<file path="src/rtl/uio_bus_arbiter.sv">
// uio_bus_arbiter: round-robin sharing of the 8-bit bidirectional uio pad bus
// among NREQ requesters. Each grant moves one byte (write = drive, read = sample).
// A turnaround gap with the pads released is inserted whenever the bus
// direction flips, so the pad drivers never fight an external device.
module uio_bus_arbiter #(
  parameter int NREQ     = 4,
  parameter int TURN_CYC = 1,
  parameter int HOLD_CYC = 2
) (
  input  logic              clk,
  input  logic              rst,
  input  logic [NREQ-1:0]   req,
  input  logic [NREQ-1:0]   req_we,
  input  logic [8*NREQ-1:0] req_wdata,
  output logic [NREQ-1:0]   gnt,
  output logic [NREQ-1:0]   done,
  output logic [7:0]        rdata,
  output logic              busy,
  input  logic [7:0]        uio_in,
  output logic [7:0]        uio_out,
  output logic [7:0]        uio_oe
);

  localparam int IW = (NREQ > 1) ? $clog2(NREQ) : 1;

  typedef enum logic [1:0] {S_IDLE, S_TURN, S_XFER, S_DONE} state_t;

  state_t          state_q, state_d;
  logic [3:0]      cnt_q, cnt_d;
  logic [IW-1:0]   idx_q, idx_d;
  logic [IW-1:0]   ptr_q, ptr_d;
  logic            we_q, we_d;
  logic            park_we_q, park_we_d;  // 1 = bus parked driving
  logic [7:0]      wdata_q, wdata_d;
  logic [7:0]      rdata_q, rdata_d;
  logic [7:0]      out_q, out_d;
  logic [7:0]      oe_q, oe_d;
  logic [NREQ-1:0] gnt_q, gnt_d;
  logic [NREQ-1:0] done_q, done_d;

  // arbitration candidates
  logic            sel_vld;
  logic [IW-1:0]   sel_idx;
  logic [IW-1:0]   cand;
  logic            sel_we;
  logic [7:0]      sel_wdata;
  // shared XFER entry controls
  logic            start_xfer;
  logic            xfer_we;
  logic [7:0]      xfer_data;

  // Round-robin pick: first asserted request at or cyclically above the pointer.
  always_comb begin
    sel_vld = 1'b0;
    sel_idx = '0;
    cand    = '0;
    for (int k = 0; k < NREQ; k++) begin
      cand = IW'((int'(ptr_q) + k) % NREQ);
      if (!sel_vld && req[cand]) begin
        sel_vld = 1'b1;
        sel_idx = cand;
      end
    end
    sel_we    = req_we[sel_idx];
    sel_wdata = req_wdata[{sel_idx, 3'b000} +: 8];
  end

  // Next-state and registered-output logic for the transaction sequencer.
  always_comb begin
    state_d    = state_q;
    cnt_d      = cnt_q;
    idx_d      = idx_q;
    ptr_d      = ptr_q;
    we_d       = we_q;
    park_we_d  = park_we_q;
    wdata_d    = wdata_q;
    rdata_d    = rdata_q;
    out_d      = out_q;
    oe_d       = oe_q;
    gnt_d      = gnt_q;
    done_d     = '0;
    start_xfer = 1'b0;
    xfer_we    = we_q;
    xfer_data  = wdata_q;
    case (state_q)
      S_IDLE: begin
        if (sel_vld) begin
          idx_d          = sel_idx;
          we_d           = sel_we;
          wdata_d        = sel_wdata;
          park_we_d      = sel_we;
          gnt_d          = '0;
          gnt_d[sel_idx] = 1'b1;
          if (TURN_CYC > 0 && sel_we != park_we_q) begin
            // release the pads before the direction flips
            state_d = S_TURN;
            cnt_d   = 4'(TURN_CYC - 1);
            oe_d    = 8'h00;
          end else begin
            start_xfer = 1'b1;
            xfer_we    = sel_we;
            xfer_data  = sel_wdata;
          end
        end
      end
      S_TURN: begin
        if (cnt_q == 4'd0) start_xfer = 1'b1;
        else               cnt_d = cnt_q - 4'd1;
      end
      S_XFER: begin
        if (cnt_q == 4'd0) begin
          state_d       = S_DONE;
          gnt_d         = '0;
          done_d[idx_q] = 1'b1;
          if (!we_q) rdata_d = uio_in;
        end else begin
          cnt_d = cnt_q - 4'd1;
        end
      end
      S_DONE: begin
        // the finished owner drops to lowest priority
        ptr_d   = (int'(idx_q) == NREQ - 1) ? '0 : idx_q + 1'b1;
        state_d = S_IDLE;
      end
      default: state_d = S_IDLE;
    endcase
    if (start_xfer) begin
      state_d = S_XFER;
      cnt_d   = 4'(HOLD_CYC - 1);
      oe_d    = xfer_we ? 8'hFF : 8'h00;
      if (xfer_we) out_d = xfer_data;
    end
  end

  // State register; reset aborts any transaction without a done pulse.
  always_ff @(posedge clk) begin
    if (rst) begin
      state_q   <= S_IDLE;
      cnt_q     <= '0;
      idx_q     <= '0;
      ptr_q     <= '0;
      we_q      <= 1'b0;
      park_we_q <= 1'b0;
      wdata_q   <= '0;
      rdata_q   <= '0;
      out_q     <= '0;
      oe_q      <= '0;
      gnt_q     <= '0;
      done_q    <= '0;
    end else begin
      state_q   <= state_d;
      cnt_q     <= cnt_d;
      idx_q     <= idx_d;
      ptr_q     <= ptr_d;
      we_q      <= we_d;
      park_we_q <= park_we_d;
      wdata_q   <= wdata_d;
      rdata_q   <= rdata_d;
      out_q     <= out_d;
      oe_q      <= oe_d;
      gnt_q     <= gnt_d;
      done_q    <= done_d;
    end
  end

  assign gnt     = gnt_q;
  assign done    = done_q;
  assign rdata   = rdata_q;
  assign busy    = (state_q != S_IDLE);
  assign uio_out = out_q;
  assign uio_oe  = oe_q;

endmodule
</file>
<file path="config.mk">
export PLATFORM = sky130hd
export DESIGN_NAME = uio_bus_arbiter
export DESIGN_NICKNAME = d
export VERILOG_FILES = /design/src/rtl/uio_bus_arbiter.sv
export SDC_FILE = /design/constraint.sdc
export NUM_CORES = 1
export LEC_CHECK = 0
export CAP_MARGIN = 20
export CORE_ASPECT_RATIO = 1.5
export CORE_MARGIN = 1
export CORE_UTILIZATION = 46
export DETAILED_ROUTE_END_ITERATION = 8
export HOLD_SLACK_MARGIN = 0.08
export PLACE_DENSITY = 0.86
export SLEW_MARGIN = 5
export SYNTH_ARGS = -nofsm -noshare
export SYNTH_HDL_FRONTEND = slang
export SYNTH_SLANG_ARGS = --single-unit
</file>
<file path="constraint.sdc">
create_clock -name clk -period 3.3 [get_ports clk]
set_clock_uncertainty 0.1 [all_clocks]
set_input_delay 0.66 -clock clk [delete_from_list [all_inputs] [get_ports clk]]
set_output_delay 0.66 -clock clk [all_outputs]
set_load 0.05 [all_outputs]
</file>
==> flow_summary.yaml <==
worst_setup_path:
  crit_slowest_cell: "clkdlybuf4s50_1"
  arrival_ns: 2.24
  cp-start-kind: "flop"
  critPathRequiredTime_ns: 2.54
  crit_chain: "inv_1 -> ha_1 -> inv_1 -> clkdlybuf4s50_1"
  worstSetupPathType: "reg -> out"
  crit_buf_inv: 3
  crit_family: "buffers and inverters"
  slowest_delay_ns: 0.83
  crit_path_frequent_cell: "inv_1"
  worst-path-max-fanout: 12
  end_kind: "primary output"
clock_tree:
  cts.clk_slew.worst_paths_ns: 0.09
  clock_tree.buffer_depth: 2
  clock_latency_ns: 0.30
  post_cts_buffers: 0
  ctsHoldBuffers: 0
  numCtsBuffers: 5
  cts_resized: 0
  cts_tree: "yes"
  cts_root_buf: "clkbuf_8"
  h-tree-depth: 2
  clock-sinks: 44
global_route:
  first_global_vias: 2531
  grt_max_degree: 42
  antenna_found_initial: 0
  track_usage: 0.243
  grt_pass1_wl_um: 11300
  grt_overflow: 0
finish:
  nNetsFinal: 451
  final_area_mm2: 0.00352
  drive_gt1_frac: 0.0714
  syn2layout_area_growth_pct: 37.1
  nFillCells: 450
  n_antenna_cell: 0
job:
  maxCapViolCount: 0
floorplan:
  fp.dieW_um: 63.0
  dieArea_mm2: 0.00590
  die_h_um: 93.6
  io_pins: 83
  start_util: 0.475
  core_mm2: 0.00541
  num_rows: 33
sta:
  period_share: 0.909
  max-slew-margin-rel: 0.610
  timing.fmax_mhz: 333
  finalSetupTns_ns: 0
  holdWs_ns: 0.366
  period_needed_ns: 3.00
  hold_violations: 0
  slew_violations: 0
  tightest_slew_ns: 0.580
  setup-violations-final: 0
  rsz0062_at_grt: "no"
synth:
  ys_seq_elements: 44
  synth_top_area_cell: "dfxtp_1"
  syn-cell-area_mm2: 0.00257
  post_synth_mux_area_share: 0.0910
  synthTopCellsByCount: "a21oi_1, dfxtp_1, nand2_1"
  yosysUniqueCellTypes: 44
  yosysTopAreaCellShare: 0.343
  synth.area.top_cells: "dfxtp_1, a21oi_1, nand2_1"
  synth_fp_nets: 378
  synth-simple-area-share: 0.177
  synth_top_family_by_area: "compound AO/OA/AOI/OAI gates"
  yosys_warnings: 0
  synthAdderAreaFrac: 0.0487
  synth_seq_area_share: 0.343
  synth_compound_area_frac: 0.260
  synth-xor-area-share: 0
  ys.flop_type: "dfxtp_1"
  synthCells: 318
  async_reset_ff_frac: 0
  synth.most_common_cell: "a21oi_1"
  synth-edff-count: 0
  avgSynthCellArea_um2: 8.09
placement:
  routabilityCongestion: 0.878
  place_area_mm2: 0.00340
  numPortBuffers: 82
  hpwl_um: 4990
routing:
  wire_per_inst_um: 15.0
  via_per_inst: 5.65
  first_pass_iters: 5
  drtIter0Drc: 134
  num_vias: 2611
  wl_um: 6950
  antenna_left: 0
  drcViolationCount: 0
min_path:
  hold_path.class: "reg -> reg"
power_and_ir_drop:
  power_density_mw_per_mm2: 745
  power.leakage_uw: 0.00128
  irDropWorstVdd_mv: 0.430
outcome:
  status: "finished, final reports clean"
## cells in the final DEF, fill, tap and decap left out, drive strengths merged, types with 2 or more instances in the layout
| master | netlist | routed |
|---|---|---|
| clkdlybuf4s50 | 0 | 82 |
| a21oi | 45 | 45 |
| nand2 | 44 | 44 |
| dfxtp | 44 | 44 |
| o21ai | 25 | 25 |
| mux2i | 19 | 19 |
| nor2 | 17 | 17 |
| inv | 13 | 13 |
| nor2b | 11 | 11 |
| buf | 16 | 11 |
| a211oi | 11 | 11 |
| ha | 10 | 10 |
| a32oi | 9 | 9 |
| and2 | 6 | 6 |
| nor3 | 6 | 6 |
| clkbuf | 11 | 6 |
| nand3 | 4 | 4 |
| a31oi | 4 | 4 |
| a311oi | 3 | 3 |
| nor4b | 2 | 2 |
## state kept, by name (all words and copies together) (netlist names)
name	cells
cnt_q	4
done	4
gnt	4
idx_q	2
park_we_q	1
ptr_q	2
rdata	8
state_q	2
uio_oe	1
uio_out	8
wdata_q	8
## report_power, final
part           internal, µW  switching [µW]  leakage [µW]
Combinational           530             930      0.000861
Sequential              648            82.6      0.000359
Clock                   248             188     0.0000614
Total                  1430            1200       0.00128
## worst min-delay path: stages (launching register included)
cell and delay, ns:
dfxtp_1 0.32, nand2_1 0.05, a21oi_1 0.05
## layout make-up
| type | instances | area, µm² | area share |
|---|---|---|---|
| Multi-Input combinational cell | 234 | 1480 | 0.421 |
| Timing Repair Buffer | 93 | 903 | 0.256 |
| Sequential cell | 44 | 881 | 0.250 |
| Tap cell | 70 | 87.6 | 0.0248 |
| Clock buffer | 6 | 82.6 | 0.0234 |
| Inverter | 13 | 48.8 | 0.0138 |
| Clock inverter | 2 | 38.8 | 0.0110 |
## metrics by stage
| stage | setup WS (ns) | power, µW | utilization | std cells |
|---|---|---|---|---|
| 6_report | 0.299 | 2630 | 0.652 | 462 |
| 5_1_grt | 0.209 | 2800 | 0.652 | 462 |
| 4_1_cts | 0.311 | 2620 | 0.652 | 462 |
| 3_5_place_dp | 0.0820 | 2170 | 0.629 | 454 |
| 3_3_place_gp | 0.198 | 2140 | 0.629 | 454 |
| 2_1_floorplan | 0.741 | 1760 | - | 318 |
## metal layers
metal	wire, µm	GRT usage	part of all wire	up-vias
met4	190	0.122	0.027	0
met2	3750	0.440	0.54	93
met3	337	0.0402	0.048	18
li1	-	-	-	1270
met1	2680	0.269	0.39	1230
met5	0	0	0	-
## path summary, 6_finish.rpt
| kind | cells past startpoint | end | slack (ns) | startpoint |
|---|---|---|---|---|
| setup / recovery | 4 | busy | 0.30 | state_q[0] |
| hold / removal | 2 | wdata_q[0] | 0.37 | wdata_q[0] |
| setup reg to reg | 8 | state_q[0] | 0.80 | cnt_q[0] |
| hold reg to reg | 2 | wdata_q[0] | 0.37 | wdata_q[0] |
## cells by family (layout without fill, tap and decap cells)
group / Yosys count / after routing
compound gates: 107 / 107
simple gates: 97 / 97
flops: 44 / 44
buf+inv: 40 / 114
mux: 20 / 20
fa+ha+maj: 10 / 10
No activity file was read; power rests on OpenSTA's default activity.
